File: config.mk
export PLATFORM = sky130hd
export DESIGN_NAME = mem_block_mover
export DESIGN_NICKNAME = d
export VERILOG_FILES = /design/src/rtl/mem_block_mover_pkg.sv /design/src/rtl/mem_block_mover.sv
export SDC_FILE = /design/constraint.sdc
export NUM_CORES = 1
export LEC_CHECK = 0
export BUFFER_PORTS_ARGS = -buffer_cell sky130_fd_sc_hd__buf_4
export CORE_MARGIN = 2
export CORE_UTILIZATION = 45
export CTS_CLUSTER_DIAMETER = 120
export DETAILED_ROUTE_END_ITERATION = 12
export PLACE_DENSITY = 0.76
export SLEW_MARGIN = 20
export SYNTH_ARGS = -nofsm -noshare
export SYNTH_HDL_FRONTEND = slang
export SYNTH_SLANG_ARGS = --single-unit
File: constraint.sdc
create_clock -name in_clk -period 3.18 [get_ports in_clk]
set_input_delay 0.159 -clock in_clk [delete_from_list [all_inputs] [get_ports in_clk]]
set_output_delay 0.159 -clock in_clk [all_outputs]
set_load 0.1 [all_outputs]
File: src/rtl/mem_block_mover_pkg.sv
// mem_block_mover_pkg: FSM encoding, status word layout and reserved cell addresses
// shared by the block mover and its users.
package mem_block_mover_pkg;
    typedef enum logic [2:0] {IDLE, CHECK, BUSY, READ, CAPT, WRITE, DONE, ERR} state_t;

    localparam int STAT_BUSY    = 0;
    localparam int STAT_DONE    = 1;
    localparam int STAT_ERR     = 2;
    localparam int STAT_CNT_LSB = 16;
    localparam int CFG_ADDR     = 0;
    localparam int STAT_ADDR    = 1;

    function automatic logic [31:0] status_word(input logic [15:0] moved, input logic busy,
                                                input logic done, input logic err);
        logic [31:0] w;
        w = '0;
        w[STAT_CNT_LSB +: 16] = moved;
        w[STAT_BUSY] = busy;
        w[STAT_DONE] = done;
        w[STAT_ERR]  = err;
        return w;
    endfunction
endpackage

File: src/rtl/mem_block_mover.sv
// mem_block_mover: copies in_count wide blocks from in_src to in_dst through the block
// memory's single-cycle read/write port, reporting progress via the status cell.
module mem_block_mover
    import mem_block_mover_pkg::*;
#(
    parameter int size       = 1024,
    parameter int blocks     = 4,
    parameter int log_size   = 10,
    parameter int cell_width = 32,
    parameter int width      = blocks * cell_width
) (
    input  logic                  in_clk,
    input  logic                  in_reset,
    input  logic                  in_start,
    input  logic [log_size-1:0]   in_src,
    input  logic [log_size-1:0]   in_dst,
    input  logic [log_size-1:0]   in_count,
    input  logic [width-1:0]      in_mem_data,
    output logic [log_size-1:0]   out_mem_address,
    output logic [width-1:0]      out_mem_data,
    output logic                  out_mem_read_en,
    output logic                  out_mem_write_en,
    output logic [cell_width-1:0] out_mem_status,
    output logic                  out_mem_write_status_en,
    output logic                  out_busy,
    output logic                  out_done,
    output logic                  out_error
);
    localparam int CW = log_size + $clog2(blocks) + 1;

    state_t              state;
    logic [log_size-1:0] src_cur, dst_cur, count, moved, moved_nx, step;
    logic [width-1:0]    buffer;
    logic [CW-1:0]       span, src_end, dst_end;
    logic                range_err;

    // Range checks run one bit wider than any reachable end address so nothing wraps.
    assign span      = CW'(count) * CW'(blocks);
    assign src_end   = CW'(src_cur) + span;
    assign dst_end   = CW'(dst_cur) + span;
    assign range_err = (src_end > CW'(size)) || (dst_end > CW'(size)) ||
                       (count != '0 && dst_cur <= log_size'(STAT_ADDR));
    assign moved_nx  = moved + 1'b1;
    assign step      = log_size'(blocks);
    assign out_mem_data = buffer;

    always_ff @(posedge in_clk or negedge in_reset) begin
        if (!in_reset) begin
            state                   <= IDLE;
            src_cur                 <= '0;
            dst_cur                 <= '0;
            count                   <= '0;
            moved                   <= '0;
            buffer                  <= '0;
            out_mem_address         <= '0;
            out_mem_read_en         <= 1'b0;
            out_mem_write_en        <= 1'b0;
            out_mem_status          <= '0;
            out_mem_write_status_en <= 1'b0;
            out_busy                <= 1'b0;
            out_done                <= 1'b0;
            out_error               <= 1'b0;
        end else begin
            out_mem_read_en         <= 1'b0;
            out_mem_write_en        <= 1'b0;
            out_mem_write_status_en <= 1'b0;
            out_done                <= 1'b0;
            case (state)
                IDLE: if (in_start) begin
                    state     <= CHECK;
                    src_cur   <= in_src;
                    dst_cur   <= in_dst;
                    count     <= in_count;
                    moved     <= '0;
                    out_error <= 1'b0;
                    out_busy  <= 1'b1;
                end
                CHECK: begin
                    state                   <= range_err ? ERR : BUSY;
                    out_mem_write_status_en <= 1'b1;
                    out_mem_status          <= cell_width'(range_err ? status_word('0, 1'b0, 1'b1, 1'b1)
                                                                     : status_word('0, 1'b1, 1'b0, 1'b0));
                    out_error               <= range_err;
                    out_done                <= range_err;
                end
                BUSY: if (count == '0) begin
                    // Zero-length moves still pass through BUSY so done lands two cycles after start.
                    state                   <= DONE;
                    out_mem_write_status_en <= 1'b1;
                    out_mem_status          <= cell_width'(status_word('0, 1'b0, 1'b1, 1'b0));
                    out_done                <= 1'b1;
                end else begin
                    state           <= READ;
                    out_mem_read_en <= 1'b1;
                    out_mem_address <= src_cur;
                end
                READ: state <= CAPT;
                CAPT: begin
                    state            <= WRITE;
                    buffer           <= in_mem_data;
                    out_mem_write_en <= 1'b1;
                    out_mem_address  <= dst_cur;
                end
                WRITE: begin
                    moved   <= moved_nx;
                    src_cur <= src_cur + step;
                    dst_cur <= dst_cur + step;
                    if (moved_nx < count) begin
                        state           <= READ;
                        out_mem_read_en <= 1'b1;
                        out_mem_address <= src_cur + step;
                    end else begin
                        state                   <= DONE;
                        out_mem_write_status_en <= 1'b1;
                        out_mem_status          <= cell_width'(status_word(16'(moved_nx), 1'b0, 1'b1, 1'b0));
                        out_done                <= 1'b1;
                    end
                end
                DONE, ERR: begin
                    state    <= IDLE;
                    out_busy <= 1'b0;
                end
                default: state <= IDLE;
            endcase
        end
    end
endmodule
==> qor.yml, run 1 <==
status:
  status: "completed"
setup_path:
  endpoint: "out_mem_address[6]$_DFFE_PN0P_"
  rr_worst_depth: 14
  cpMostUsedCell: "nand3_2"
  crit_type: "flip-flop to flip-flop"
  crit_path_end_kind: "flip-flop"
  slowest_delay_ps: 410
  cp_max_fo: 10
  critPathSlowestCell: "dfrtp_1"
  start_kind: "flip-flop"
  ff2ff_setup_slack_ps: 40
  required_ps: 3500
  cp.arrival_ps: 3450
  cp.depth: 14
  crit_buf_inv: 1
  path_delay_family: "compound AO/OA/AOI/OAI gates"
  rr_startpoint: "moved[1]$_DFFE_PN0P_"
  rr_endpoint: "out_mem_address[6]$_DFFE_PN0P_"
  startpoint: "moved[1]$_DFFE_PN0P_"
  cp_cell_sequence: "ha_2, nand3_2, nor2_4, nand3_2, xnor2_2, ha_1, nand3_1, a21oi_1, a221o_1, a21oi_2, o22a_2, a21boi_4, buf_12, mux2_2"
logic_synthesis:
  synth.distinct_cells: 66
  synth_top_area_share: 0.530
  synth-main-ff-cell: "dfrtp_1"
  ys_seq_elements: 200
  async_flop_share: 1.00
  synth_cells: 1070
  synth_area_sq_um: 9450
  synth_edf_count: 0
  syn_area_per_cell_sq_um: 8.83
  yosysSeqAreaShare: 0.530
  synthTopCellsByArea: "dfrtp_1 53%, nand2_1 18%, ha_1 4.0%"
  yosysWarningCount: 0
  synthTopCellsByCount: "454 x nand2_1, 200 x dfrtp_1, 50 x o21ai_0"
  yosys.area.top_type: "dfrtp_1"
  synth_most_common_cell: "nand2_1"
layout:
  final_area_sq_um: 14200
  post-route-util: 0.683
  area_delta_synth_final_pct: 50.5
  fin_nets: 1717
  drive_gt1_frac: 0.266
  diodes: 0
sta:
  post-route-period-util: 0.986
  hold_viol_final: 0
  fmax_mhz: 319
  tns_ps: 0
  worstMarginPinSlew_ps: 1010
  setup_viol: 0
  final-max-slew-violation-count: 0
  timing.slew.headroom: 0.322
  finalCriticalPeriod_ps: 3140
  fin_skew_ps: 12.7
global_route:
  grt_usage: 0.289
  grt_pass1_wl_um: 50000
  grt_max_degree: 127
  overflow: 0
  grt_pass1_vias: 9506
  antenna_found_initial: 0
route:
  drt_iter0_markers: 637
  viasPerCell: 5.23
  met3WireLength_um: 2590
  wl_met1_um: 12300
  top_layer_used: "met4"
  dr_total_vias: 9472
  drc: 0
  ant_nets: 0
  routed_wirelength_um: 32500
  wire_per_inst_um: 17.9
  dr_wl_met2_um: 15900
  drtPass1Iterations: 5
clocking:
  clock_sinks: 200
  clockRootBuffer: "clkbuf_16"
  clk_latency_ps: 440
  htreeDepth: 4
  clk_path_buf_depth: 2
  cts_tree: "built"
  clk_pin_slew_worst_paths_ps: 80
  cts_buffers: 17
min_path:
  hp-class: "input port to flip-flop"
place:
  placed_cell_area_sq_um: 12100
  io_buffer_count: 317
  routabilityCongestion: 0.924
  dp_hpwl_um: 20500
floorplan:
  initial_core_util: 0.454
  ioPinCount: 337
  core_sq_um: 20800
  row_count: 53
  die_w_um: 149
  die_y_um: 149
  dieArea_sq_um: 22200
flow_run:
  max_cap_violations: 0
==> metrics by stage <==
stage | setup WS, ps | instances | hold WS (ps)
after floorplan | 218 | 1088 | -137
after detailed placement | -18.7 | 1630 | 259
final | 44.7 | 1811 | 21.0
after CTS | 14.6 | 1808 | 5.43
after global routing | -59.3 | 1811 | 42.8
after global placement | 44.9 | 1630 | 261
==> registers in the layout, summed over array words and instances, names as in the netlist, 3 cells and up <==
name             count
out_mem_data       128
out_mem_status      13
src_cur             10
dst_cur             10
out_mem_address     10
count               10
state                3
moved               10
==> how the worst min path moves through the flow <==
| stage | from | end | slack, ps | cells after the start |
|---|---|---|---|---|
| after CTS | in_dst[2] | dst_cur[2]$_DFFE_PN0P_ | 5 | 3 |
| final | in_dst[9] | dst_cur[9]$_DFFE_PN0P_ | 20 | 3 |
| after global routing | in_dst[2] | dst_cur[2]$_DFFE_PN0P_ | 40 | 3 |
| after detailed placement | in_reset | out_mem_data[54]$_DFFE_PN0P_ | 260 | 1 |
| after global placement | in_reset | out_mem_data[54]$_DFFE_PN0P_ | 260 | 1 |
| after floorplan | in_reset | count[0]$_DFFE_PN0P_ | -140 | 0 |
==> metal layers <==
metal | up-vias | GRT usage
met2 | 462 | 0.482
met5 | - | 0
met4 | 0 | 0.142
li1 | 4372 | -
met1 | 4518 | 0.346
met3 | 120 | 0.0789
==> final cells by class <==
cell class	instances	area [sq um]
tap	275	344
clock buffer	17	425
timing repair buffer	486	4070
inverter	35	134
clock inverter	14	156
multi-input combinational	784	4080
sequential	200	5010
fill	1461	6600
==> cells in the final DEF, fill, tap and decap left out, types with 10 or more instances in the layout <==
cell,Yosys,final
a21o_1,13,13
a21oi_1,30,30
buf_4,19,334
clkbuf_16,0,17
conb_1,1,19
dfrtp_1,200,199
dlygate4sd3_1,0,147
ha_1,30,29
inv_1,35,34
mux2_2,14,14
nand2_1,454,453
nand3_1,26,23
nor2_1,29,27
o21ai_0,50,50
o22ai_1,10,10
==> tightest hold or removal path: stages <==
cell    delay, ps
buf_4         110
nor2_1         90
nor3_1         60
==> repair_timing <==
action	CTS	global route
gates resized for setup	2	13
hold buffers	147	0
setup buffers	0	3
hold endpoints to repair	225	0
setup endpoints to repair	10	24
pin swaps	0	3
==> logic make-up (layout without fill, tap and decap cells) <==
group,after synthesis,in the layout,share of synthesized area
multiplexers,22,22,0.0267
AND/OR/NAND/NOR,553,553,0.236
XOR/XNOR,14,14,0.0130
flip-flops,200,200,0.530
buffers and inverters,104,552,0.0539
other,1,19,0.000397
AO/OA/AOI/OAI,144,144,0.0960
adder cells (fa/ha/maj),32,32,0.0440
Power of run 1 is not shown: default switching activity piles up to over one toggle a cycle in this logic, so the estimate is an artifact.
==> inputs of run 2 (changes only) <==
==> constraint.sdc (replaced) <==
create_clock -name in_clk -period 3.18 [get_ports in_clk]
set_input_delay 0.477 -clock in_clk [delete_from_list [all_inputs] [get_ports in_clk]]
set_output_delay 0.477 -clock in_clk [all_outputs]
set_load 0.1 [all_outputs]
==> qor.yml, run 2 (synthesis results as in run 1) <==
global_route:
  gr-usage-met3: 0.0621  # -0.0168
  grt_pass1_vias: 8168  # -14%
  use_met2: 0.416  # -0.0666
  grt_busiest_layer: "met2"
  grt_pass1_wl_um: 43600  # -13%
  grt_usage: 0.251  # -0.0378
  met1_usage: 0.325  # -0.0216
  overflow: 0  # unchanged
  grt_max_degree: 136  # +7.1%
  antenna_found_initial: 0  # unchanged
sta:
  post-route-period-util: 0.968  # -0.0177
  fin_skew_ps: 11.5  # -1.17 ps
  setup_viol: 0  # unchanged
  finalCriticalPeriod_ps: 3080  # -56.4 ps
  timing.slew.headroom: 0.323  # +0.00159
  hold_viol_final: 0  # unchanged
  fmax_mhz: 325  # +1.8%
  worstMarginPinSlew_ps: 1010  # -2.38 ps
  final-max-slew-violation-count: 0  # unchanged
  setup_ws_ps: 101  # +56.4 ps
floorplan:
  die_y_um: 149  # unchanged
  die_w_um: 149  # unchanged
  initial_core_util: 0.454  # unchanged
  dieArea_sq_um: 22200  # unchanged
  row_count: 53  # unchanged
  ioPinCount: 337  # unchanged
  core_sq_um: 20800  # unchanged
layout:
  largest_reg_flops: 128  # unchanged
  final_area_sq_um: 12800  # -10%
  fin_nets: 1568  # -8.7%
  diodes: 0  # unchanged
  drive_gt1_frac: 0.297  # +0.0314
  final_common_cell: "nand2_1"
  area_delta_synth_final_pct: 35.4
  final_cell_mix: "453 x nand2_1, 332 x buf_4, 197 x dfrtp_1, 50 x o21ai_0, 34 x inv_1"
flow_run:
  max_cap_violations: 0  # unchanged
route:
  routed_wirelength_um: 28400  # -12%
  viasPerCell: 5.13  # -1.9%
  drt_iter0_markers: 444  # -30%
  drc: 0  # unchanged
  drtPass1Iterations: 5  # unchanged
  dr_total_vias: 8526  # -10%
  ant_nets: 0  # unchanged
  wire_per_inst_um: 17.1  # -4.6%
clocking:
  cts_hold_buffers: 0  # -100%
  cts_buffers: 17  # unchanged
  clk_pin_slew_worst_paths_ps: 80  # about the same
  clk_latency_ps: 440  # about the same
  htreeDepth: 4  # unchanged
  clk_path_buf_depth: 2  # unchanged
  clockRootBuffer: "clkbuf_16"
  clock_sinks: 200  # unchanged
  cts_tree: "built"
place:
  routabilityCongestion: 0.936  # +1.3%
  dp_hpwl_um: 20600  # +0.23%
  io_buffer_count: 317  # unchanged
  placed_cell_area_sq_um: 12100  # unchanged
  pre_cts_slack_ps: 0.616  # +19.3 ps
setup_path:
  crit_type: "flip-flop to flip-flop"
  cp_max_fo: 10  # unchanged
  start_kind: "flip-flop"
  crit_path_end_kind: "flip-flop"
  cp.arrival_ps: 3390  # -60 ps
  required_ps: 3490  # about the same
status:
  status: "completed"
min_path:
  hp-class: "input port to asynchronous set/reset pin"
==> run 2: changes by cell type in the layout (fill, tap and decap cells not counted), sizes merged <==
cell         previous run  this run
dlygate4sd3           147         0
buf                   338       336
clkinvlp                2         0
inv                    42        44
==> run 2: worst paths after layout <==
| kind | slack (ps) | from | end | cells past startpoint |
|---|---|---|---|---|
| setup / recovery | 100 | moved[0]$_DFFE_PN0P_ | out_mem_address[3]$_DFFE_PN0P_ | 12 |
| hold / removal | 8 | in_reset | out_mem_data[55]$_DFFE_PN0P_ | 1 |
| setup reg to reg | 100 | moved[0]$_DFFE_PN0P_ | out_mem_address[3]$_DFFE_PN0P_ | 12 |
| hold reg to reg | 480 | out_mem_data[15]$_DFFE_PN0P_ | out_mem_data[15]$_DFFE_PN0P_ | 2 |
| max in group asynchronous | 2280 | in_reset | out_mem_address[3]$_DFFE_PN0P_ | 2 |
| min in group in_clk | 220 | in_mem_data[41] | out_mem_data[41]$_DFFE_PN0P_ | 3 |
==> run 2: area by class of cell <==
cell class | count | area, sq um
multi-input combinational | 784 | 4130
clock buffer | 17 | 425
tap | 275 | 344
inverter | 35 | 134
sequential | 200 | 5010
clock inverter | 14 | 174
fill | 1763 | 8030
timing repair buffer | 337 | 2590
==> run 2: critical path, cell delays in order (launching register included) <==
cell      delay (ps)
dfrtp_1          430
and3_4           220
nand3_4          120
xnor2_2          170
ha_1             320
a211oi_2         240
o21ai_1          100
a221o_1          330
a21oi_2          150
o22a_2           190
a21boi_4         200
buf_12           150
mux2_2           330
==> run 2: timing repair <==
item / 4_1_cts / 5_1_grt
pin swaps: 0 / 3
gates resized for setup: 0 / 23
setup buffers: 1 / 0
setup endpoints to repair: 10 / 26
==> run 2: stage by stage <==
step           hold slack (ps)  utilization  setup TNS (ps)  std cells
2_1_floorplan              181            -               0       1088
3_3_place_gp               459        0.580               0       1630
3_5_place_dp               463        0.580               0       1630
4_1_cts                   23.6        0.609               0       1662
5_1_grt                   42.5        0.615            -256       1662
6_report                  7.80        0.615               0       1662
==> run 2: layer usage <==
layer | share of wire | wire length [um]
met4 | 0.027 | 778
met2 | 0.49 | 14000
met3 | 0.074 | 2110
met1 | 0.41 | 11600
met5 | 0 | 0
Power of run 2 is left out for the same reason.
==> inputs of run 3 (changes only) <==
- CAP_MARGIN: not set -> 40
- PLACE_DENSITY: 0.76 -> not set
- PLACE_DENSITY_LB_ADDON: not set -> 0.3
==> qor.yml, run 3 (synthesis results as in run 1) <==
status:
  status: "completed"
setup_path:
  required_ps: 3500  # about the same
  cp_max_fo: 10  # unchanged
  cp.arrival_ps: 3450  # +60 ps
  crit_path_end_kind: "flip-flop"
  crit_type: "flip-flop to flip-flop"
  start_kind: "flip-flop"
route:
  drc: 0  # unchanged
  ant_nets: 0  # unchanged
  wire_per_inst_um: 17.2  # +0.33%
  viasPerCell: 5.15  # +0.47%
  drt_iter0_markers: 600  # +35%
  drtPass1Iterations: 5  # unchanged
  routed_wirelength_um: 28600  # +0.76%
  dr_total_vias: 8602  # +0.89%
clocking:
  clk_path_buf_depth: 2  # unchanged
  cts_hold_buffers: 0  # unchanged
  clockRootBuffer: "clkbuf_16"
  cts_buffers: 17  # unchanged
  clock_sinks: 200  # unchanged
  clk_pin_slew_worst_paths_ps: 80  # about the same
  cts_tree: "built"
  htreeDepth: 4  # unchanged
  clk_latency_ps: 440  # about the same
global_route:
  antenna_found_initial: 0  # unchanged
  grt_pass1_vias: 8243  # +0.92%
  overflow: 0  # unchanged
  grt_max_degree: 130  # -4.4%
  grt_usage: 0.253  # +0.00147
  grt_pass1_wl_um: 43700  # +0.19%
place:
  io_buffer_count: 317  # unchanged
  dp_hpwl_um: 21200  # +3.0%
  dpl.cell_count: 1633  # +0.18%
  routabilityCongestion: 0.854  # -8.7%
floorplan:
  die_w_um: 149  # unchanged
  core_sq_um: 20800  # unchanged
  row_count: 53  # unchanged
  die_y_um: 149  # unchanged
  initial_core_util: 0.454  # unchanged
  dieArea_sq_um: 22200  # unchanged
  ioPinCount: 337  # unchanged
layout:
  multiInputGateArea_sq_um: 4070  # -1.3%
  post-route-util: 0.614  # -0.00108
  final_cell_mix: "453 x nand2_1, 338 x buf_4, 199 x dfrtp_1, 50 x o21ai_0, 34 x inv_1"
  largest_reg_flops: 128  # unchanged
  area_delta_synth_final_pct: 35.2
  drive_gt1_frac: 0.296  # -0.000774
  final_cells: 1669  # +0.42%
  fin_nets: 1574  # +0.38%
  final_common_cell: "nand2_1"
  regArea_sq_um: 5010  # about the same
  diodes: 0  # unchanged
  fillers: 1812  # +2.8%
sta:
  rsz0062_at_grt: "yes"
  hold_viol_final: 0  # unchanged
  fin_skew_ps: 13.5  # +2.04 ps
  setup_viol: 0  # unchanged
  worstMarginPinSlew_ps: 665  # -346 ps
  finalCriticalPeriod_ps: 3140  # +57.8 ps
  fmax_mhz: 319  # -1.8%
  tns_ps: 0  # unchanged
  final-max-slew-violation-count: 0  # unchanged
  timing.slew.headroom: 0.557  # +0.233
  post-route-period-util: 0.986  # +0.0182
min_path:
  hp-class: "input port to asynchronous set/reset pin"
flow_run:
  max_cap_violations: 0  # unchanged
==> run 3: changes by cell type in the layout (fill, tap and decap cells not counted), sizes merged <==
| cell | before | now |
|---|---|---|
| inv | 44 | 40 |
| clkinv | 4 | 7 |
| clkbuf | 18 | 19 |
| bufinv | 1 | 0 |
| buf | 336 | 342 |
| clkinvlp | 0 | 2 |
==> run 3: layer usage <==
layer	global-route usage	share of wire	routed length [um]	vias to the layer above
met3	0.0694	0.080	2300	59
met4	0.102	0.034	986	0
met5	0	0	0	-
li1	-	-	-	4073
met2	0.405	0.48	13700	361
met1	0.326	0.41	11600	4109
==> run 3: metrics by stage <==
step / area (sq um) / hold WS (ps) / setup slack (ps)
2_1_floorplan: 9520 / 181 / 218
3_3_place_gp: 12100 / 459 / 89.0
3_5_place_dp: 12100 / 463 / -9.55
4_1_cts: 12700 / 58.4 / 11.5
5_1_grt: 12800 / 62.4 / -120
6_report: 12800 / 27.4 / 43.3
==> run 3: worst paths after layout <==
kind,start,end,slack [ps],cells after the start
worst min-delay path,in_reset,out_mem_data[95]$_DFFE_PN0P_,30,1
worst min register to register,out_mem_data[19]$_DFFE_PN0P_,out_mem_data[19]$_DFFE_PN0P_,480,2
worst max register to register,moved[1]$_DFFE_PN0P_,out_mem_address[2]$_DFFE_PN0P_,40,12
min in group in_clk,in_mem_data[77],out_mem_data[77]$_DFFE_PN0P_,220,3
worst max-delay path,moved[1]$_DFFE_PN0P_,out_mem_address[2]$_DFFE_PN0P_,40,12
max in group asynchronous,in_reset,out_mem_data[33]$_DFFE_PN0P_,2210,2
==> run 3: cell type report <==
| cell class | count | share of cell area |
|---|---|---|
| timing repair buffer | 343 | 0.206 |
| clock buffer | 18 | 0.0336 |
| sequential | 200 | 0.392 |
| tap | 275 | 0.0269 |
| multi-input combinational | 784 | 0.319 |
| clock inverter | 14 | 0.0123 |
| inverter | 35 | 0.0105 |
==> run 3: critical path: stages (launching register included) <==
cell	delay [ps]
dfrtp_1	410
and3_1	200
nand3_2	150
nor2_2	180
xor2_2	200
ha_1	270
a21o_1	160
a221o_1	360
a21oi_2	170
o22a_2	220
a21boi_4	200
buf_12	150
mux2_2	330
==> run 3: what timing repair did <==
action                                  in CTS  in global routing
resized for setup                            0                 14
pin swaps                                    1                  8
endpoints found under the setup margin      10                 28
setup buffers                                2                  2
Power of run 3 is left out for the same reason.
